===== src/rtl/axis_head_cut_ctrl.sv =====
// Per-packet head cutter for AXI-stream: each command discards that many leading
// beats of the next packet and forwards the rest through one output register.
module axis_head_cut_ctrl #(
    parameter int DSIZE = 8,
    parameter int LSIZE = 16
) (
    input  logic             clock,
    input  logic             rst,
    input  logic [LSIZE-1:0] cmd_len,
    input  logic             cmd_valid,
    output logic             cmd_ready,
    input  logic [DSIZE-1:0] slaver_tdata,
    input  logic             slaver_tvalid,
    input  logic             slaver_tlast,
    output logic             slaver_tready,
    output logic [DSIZE-1:0] master_tdata,
    output logic             master_tvalid,
    output logic             master_tlast,
    input  logic             master_tready,
    output logic             busy,
    output logic [15:0]      drop_cnt
);

    typedef enum logic [1:0] {
        IDLE = 2'd0,
        CUT  = 2'd1,
        PASS = 2'd2
    } state_t;

    state_t           state_q, state_d;
    logic [LSIZE-1:0] len_q, len_d;
    logic [LSIZE-1:0] cnt_q, cnt_d;
    logic             drop_inc;
    logic             load_beat;
    logic             out_free;

    logic [DSIZE-1:0] out_data_q;
    logic             out_valid_q;
    logic             out_last_q;
    logic [15:0]      drop_cnt_q;

    assign out_free = !out_valid_q || master_tready;

    // State register
    always_ff @(posedge clock) begin
        if (rst) begin
            state_q <= IDLE;
            len_q   <= '0;
            cnt_q   <= '0;
        end else begin
            state_q <= state_d;
            len_q   <= len_d;
            cnt_q   <= cnt_d;
        end
    end

    // Next-state logic
    always_comb begin
        state_d  = state_q;
        len_d    = len_q;
        cnt_d    = cnt_q;
        drop_inc = 1'b0;
        case (state_q)
            IDLE: begin
                if (cmd_valid) begin
                    len_d   = cmd_len;
                    cnt_d   = '0;
                    state_d = (cmd_len == '0) ? PASS : CUT;
                end
            end
            CUT: begin
                if (slaver_tvalid) begin
                    cnt_d = cnt_q + LSIZE'(1);
                    // A packet that ends inside the cut is dropped whole, even on the final cut beat.
                    if (slaver_tlast) begin
                        state_d  = IDLE;
                        drop_inc = 1'b1;
                    end else if (cnt_q == len_q - LSIZE'(1)) begin
                        state_d = PASS;
                    end
                end
            end
            PASS: begin
                if (slaver_tvalid && out_free && slaver_tlast) begin
                    state_d = IDLE;
                end
            end
            default: state_d = IDLE;
        endcase
    end

    // Output decode
    always_comb begin
        cmd_ready     = 1'b0;
        slaver_tready = 1'b0;
        load_beat     = 1'b0;
        case (state_q)
            IDLE: cmd_ready = 1'b1;
            CUT:  slaver_tready = 1'b1;
            PASS: begin
                slaver_tready = out_free;
                load_beat     = slaver_tvalid && out_free;
            end
            default: ;
        endcase
    end

    // Single skid-free output stage; holds its beat until the downstream takes it.
    always_ff @(posedge clock) begin
        if (rst) begin
            out_data_q  <= '0;
            out_valid_q <= 1'b0;
            out_last_q  <= 1'b0;
        end else if (load_beat) begin
            out_data_q  <= slaver_tdata;
            out_valid_q <= 1'b1;
            out_last_q  <= slaver_tlast;
        end else if (master_tready) begin
            out_valid_q <= 1'b0;
        end
    end

    always_ff @(posedge clock) begin
        if (rst) begin
            drop_cnt_q <= '0;
        end else if (drop_inc && (drop_cnt_q != 16'hFFFF)) begin
            drop_cnt_q <= drop_cnt_q + 16'd1;
        end
    end

    assign master_tdata  = out_data_q;
    assign master_tvalid = out_valid_q;
    assign master_tlast  = out_last_q;
    assign drop_cnt      = drop_cnt_q;
    assign busy          = (state_q != IDLE) || out_valid_q;

endmodule


===== config.mk =====
export PLATFORM = sky130hd
export DESIGN_NAME = axis_head_cut_ctrl
export DESIGN_NICKNAME = d
export VERILOG_FILES = /design/src/rtl/axis_head_cut_ctrl.sv
export SDC_FILE = /design/constraint.sdc
export NUM_CORES = 1
export LEC_CHECK = 0
export ABC_CLOCK_PERIOD_IN_PS = 3050
export CAP_MARGIN = 10
export CORE_ASPECT_RATIO = 0.6
export CORE_MARGIN = 3
export CORE_UTILIZATION = 52
export CTS_BUF_LIST = sky130_fd_sc_hd__clkbuf_16
export DETAILED_ROUTE_END_ITERATION = 6
export GPL_TIMING_DRIVEN = 0
export PLACE_DENSITY = 0.78
export SLEW_MARGIN = 10
export SYNTH_ARGS = -nofsm -noshare
export SYNTH_HDL_FRONTEND = slang
export SYNTH_SLANG_ARGS = --single-unit

===== constraint.sdc =====
create_clock -name clock -period 3.05 [get_ports clock]
set_input_delay 0.915 -clock clock [delete_from_list [all_inputs] [get_ports clock]]
set_output_delay 0.915 -clock clock [all_outputs]
set_load 0.005 [all_outputs]

; ---- Word-level counts from Yosys, hierarchy flattened
; Cells that the tools add are included.
; W data, S select, Z words.
[classes]
n_addsub = 3
eq_ne = 8
n_mux = 18
n_reduce_logical = 14
[op_table]
columns = op, count
row1 = $add A16 B1 Y16 const B, 2
row2 = $mux W16, 2
row3 = $pmux W16 S2, 1
row4 = $eq A16 B16 Y1, 1
row5 = $logic_not A16 Y1, 1
row6 = $ne A16 B16 Y1 const B, 1
row7 = $sub A16 B1 Y16 const B, 1
row8 = $mux W2, 6
row9 = $mux W1, 7
row10 = $ne A2 B2 Y1 const B, 3
row11 = $pmux W2 S3, 1
row12 = $reduce_bool A2 Y1, 3
row13 = $reduce_and A4 Y1, 1
row14 = $logic_and A1 B1 Y1, 3
row15 = $ne A3 B3 Y1 const B, 1
row16 = $reduce_and A3 Y1, 1
row17 = $eq A2 B1 Y1 const B, 1
row18 = $eq A2 B2 Y1 const B, 1
row19 = $logic_not A2 Y1, 1
row20 = $logic_or A1 B1 Y1, 2
row21 = $pmux W1 S2, 1
row22 = $reduce_and A2 Y1, 1
row23 = $logic_not A1 Y1, 1
[word_totals]
ff_bits = 60

; ---- Depth between registers and ports, before layout
[logic_depth]
ltp_word = 6
mapped_depth = 10

; ---- Least setup slack after synthesis
; No wires, ideal clock.
[synth_timing]
kind = reg2reg
from = register len_q[2]
to = register state_q[1]
setup_time_ns = 0.079
arrival_ns = 2.401
t_required_ns = 2.971
path_slack_ns = 0.569
stages_incl_launch_ff = 10
period_less_slack_ns = 2.481
cell_sequence = dfxtp_1 -> buf_6 -> or4_1 -> buf_2 -> o21a_1 -> or3_1 -> a2111o_1 -> nor4_4 -> nor3_1 -> a211oi_2
[synth_via]
elab_chain_cells = 4
[synth_lines]
columns = element, line
row1 = start: declaration, 31  ; logic [LSIZE-1:0] len_q, len_d;
row2 = start signal: assignment, 52  ; len_q <= len_d;
row3 = $sub A16 B1 Y16, 78  ; end else if (cnt_q == len_q - LSIZE'(1)) begin
row4 = $eq A16 B16 Y1, 78
row5 = $ne A3 B3 Y1 (no line), n/a
row6 = $reduce_and A4 Y1 (no line), n/a
row7 = end signal: assignment, 51  ; state_q <= state_d;
row8 = end: declaration, 30  ; state_t state_q, state_d;
; Every way passes these cells.
; A chain may end at the register's enable or synchronous reset.

; ---- Worst setup path in the final report
[layout_timing]
from = input master_tready
to = output slaver_tready
[layout_via]
elab_chain_cells = 2
[layout_lines]
columns = element, line
row1 = start: declaration, 19  ; input logic master_tready,
row2 = $logic_or A1 B1 Y1, 42  ; assign out_free = !out_valid_q || master_tready;
row3 = $pmux W1 S2, 97  ; case (state_q)
row4 = end: declaration, 15  ; output logic slaver_tready,
; Every way passes these cells.

==> results.py <==
metrics = {
    "cts": {
        "postCtsResizedCells": 2,
        "clkLatencyLatePin_ps": 330,
        "clockBufferDepth": 2,
        "cts_tree": "built",
        "hold_buffers": 0,
        "path_clk_slew_ps": 50,
        "htree_levels": 3,
        "post_cts_buffers": 0,
        "cts_buffers": 9,
        "root_buffer": "clkbuf_16",
        "cts_sinks": 60,
    },
    "global_route": {
        "globalRouteOverflowTotal": 0,
        "antenna_found_initial": 0,
        "first_global_vias": 2762,
        "track_usage_pct": 25.2,
        "grt_pass1_wl_mm": 13.8,
        "grt_max_degree": 11,
    },
    "sta": {
        "clock.fmax_mhz": 347,
        "finalCritPeriodShare_pct": 94.4,
        "finClkSkew_ps": 2.81,
        "final-hold-violation-count": 0,
        "tightest_slew_ps": 790,
        "rsz0062_at_grt": "no",
        "setup_viol": 0,
        "worst_slew_margin_rel_pct": 46.9,
        "finalMaxSlewViolations": 0,
        "period_needed_ps": 2880,
    },
    "power": {
        "power_density_nw_per_um2": 698,
        "peakVddDrop_mv": 0.308,
        "power.leakage_nw": 1.60,
    },
    "drt": {
        "via_per_inst": 5.66,
        "drtIter0Drc": 301,
        "num_vias": 3064,
        "routed_wirelength_mm": 8.63,
        "drtAntennaViolNets": 0,
        "remaining_drc_errors": 0,
        "drt-pass1-iter-count": 6,
        "wl_per_cell_um": 15.9,
    },
    "logic_synthesis": {
        "syn_area_per_cell_um2": 8.12,
        "synth_edf_count": 0,
        "async_reset_ff_share_pct": 0,
        "yosys_warnings": 0,
        "synth.net_count": 423,
        "synthCells": 387,
        "synthFlopType": "dfxtp_1",
        "synth_seq_cells": 60,
        "seq_area_frac_synth_pct": 38.2,
        "synth_cell_types": 47,
        "syn_area_um2": 3140,
    },
    "critical_path": {
        "cp_max_fo": 4,
        "critPathKind": "input port to output port",
        "crit_arrival_ps": 1960,
        "r2r_cells": 8,
        "end_kind": "output port",
        "required_ps": 2130,
        "cp-start-kind": "input port",
    },
    "layout": {
        "finalNonFillerCells": 541,
        "nets": 492,
        "drive_above_1_share_pct": 6.07,
        "syn2layout_area_growth_pct": 31.7,
        "finish.utilization_pct": 72.5,
        "diodes": 0,
    },
    "flow_run": {
        "max_cap_viol_count": 0,
    },
    "die": {
        "coreArea_um2": 5700,
        "fp.dieH_um": 66.2,
        "io_pins": 59,
        "die_w_um": 106,
        "initial_utilization_pct": 55.1,
        "design.die.area_um2": 7040,
        "rows": 21,
    },
    "hold_path": {
        "hold_path_depth": 2,
        "hp-class": "flop to flop",
    },
    "placed_design": {
        "hpwlAfterDp_mm": 6.39,
        "dp_cells": 525,
        "numPortBuffers": 58,
        "globalplace.congestion": 0.856,
    },
    "outcome": {
        "status": "finished clean",
    },
}
-- state kept, by name, summed over array words and instances (netlist names) --
name and flops:
cnt_q 16, drop_cnt 16, len_q 16, master_tdata 8
master_tlast 1, master_tvalid 1, state_q 2
-- final timing paths --
check             endpoint          start  slack [ps]
min reg2reg   master_tlast   master_tlast         490
max reg2reg     state_q[1]       len_q[5]         210
max          slaver_tready  master_tready         170
min           master_tlast   master_tlast         490
-- cells by family (layout without fill, tap and decap cells) --
kind of cell	Yosys count	in the layout	share of synthesized area [%]
AOI/OAI and AO/OA	52	52	10.7
xor gates and xnor gates	42	42	11.7
adders and majority gates	6	6	2.39
buffers and inverters	31	105	4.02
DFF	60	60	38.2
muxes	11	11	3.51
and+or+nand+nor	185	185	29.4
-- report_power, final --
group,switching [W],internal [W],total (W)
logic,0.000573,0.000424,0.000997
registers,0.0000695,0.000857,0.000926
clock network,0.000346,0.000619,0.000965
-- stage by stage --
stage | cell area (µm²) | total power [W] | TNS, ps | hold slack [ps] | worst slack (ps)
floorplan | 3140 | 0.00158 | 0 | 450 | 569
global placement | 3820 | 0.00185 | -1380 | 465 | -171
detailed placement | 3820 | 0.00189 | -1950 | 486 | -232
CTS | 4110 | 0.00286 | 0 | 499 | 23.7
global route | 4140 | 0.00303 | 0 | 514 | 94.1
finish | 4140 | 0.00289 | 0 | 494 | 170
-- worst max-delay path, cell delays in order --
cell and delay (ps):
clkdlybuf4s50_1 460, nand2b_4 130, a21oi_1 70, nor2b_1 140
dlygate4sd2_1 250
-- cell usage after synthesis, types with 3 or more instances --
library cell,count,share of area (%)
nand3_1,15,2.4
xnor2_1,17,4.7
nand2b_1,4,0.80
nor2b_1,8,1.6
clkbuf_1,13,1.6
nor3_1,8,1.3
dfxtp_1,60,38
o22ai_1,3,0.60
and3_1,11,2.2
nand2_1,49,5.9
mux2i_1,11,3.5
inv_1,13,1.6
o41ai_1,4,1.1
nor2_1,49,5.9
nor3b_1,3,0.72
and4_1,3,0.84
nand4_1,11,2.2
and2_1,3,0.60
a21oi_1,26,4.1
xor2_1,25,7.0
nor4_1,10,2.0
o21ai_0,4,0.64
ha_1,6,2.4
or3_1,3,0.60
-- cell type report --
class	instances	area [µm²]
tap	80	100
multi-input combinational	296	1850
clock inverter	7	58.8
fill	470	1570
timing repair buffer	58	579
inverter	13	48.8
sequential	60	1200
buffer	18	77.6
clock buffer	9	225
-- layer usage --
| metal | track usage [%] | vias to the layer above | routed length, µm |
|---|---|---|---|
| li1 | - | 1484 | - |
| met1 | 36.1 | 1426 | 4260 |
| met2 | 37.5 | 134 | 3620 |
| met3 | 7.22 | 20 | 641 |
| met4 | 5.82 | 0 | 108 |
| met5 | 0 | - | 0 |
-- cell usage in the layout (no fill, tap or decap), types with 2 or more instances in the layout --
| cell type | synthesis | layout |
|---|---|---|
| dfxtp_1 | 60 | 60 |
| clkdlybuf4s50_1 | 0 | 57 |
| nor2_1 | 49 | 49 |
| nand2_1 | 49 | 49 |
| a21oi_1 | 26 | 26 |
| xor2_1 | 25 | 25 |
| xnor2_1 | 17 | 17 |
| nand3_1 | 15 | 15 |
| inv_1 | 13 | 14 |
| clkbuf_1 | 13 | 13 |
| and3_1 | 11 | 11 |
| nand4_1 | 11 | 11 |
| mux2i_1 | 11 | 11 |
| nor4_1 | 10 | 9 |
| clkbuf_16 | 0 | 9 |
| nor2b_1 | 8 | 7 |
| nor3_1 | 8 | 7 |
| ha_1 | 6 | 6 |
| o41ai_1 | 4 | 4 |
| o21ai_0 | 4 | 4 |
| nand2b_1 | 4 | 3 |
| and4_1 | 3 | 3 |
| and2_1 | 3 | 3 |
| o22ai_1 | 3 | 3 |
| or3_1 | 3 | 3 |
| buf_1 | 2 | 2 |
| buf_2 | 2 | 2 |
| nor3_2 | 1 | 2 |
| or4_1 | 2 | 2 |
| a2111o_1 | 2 | 2 |
| nor3b_1 | 3 | 2 |
| clkinv_2 | 0 | 2 |
| clkinv_1 | 0 | 2 |
Note: power is estimated with default switching activity, not from simulation.
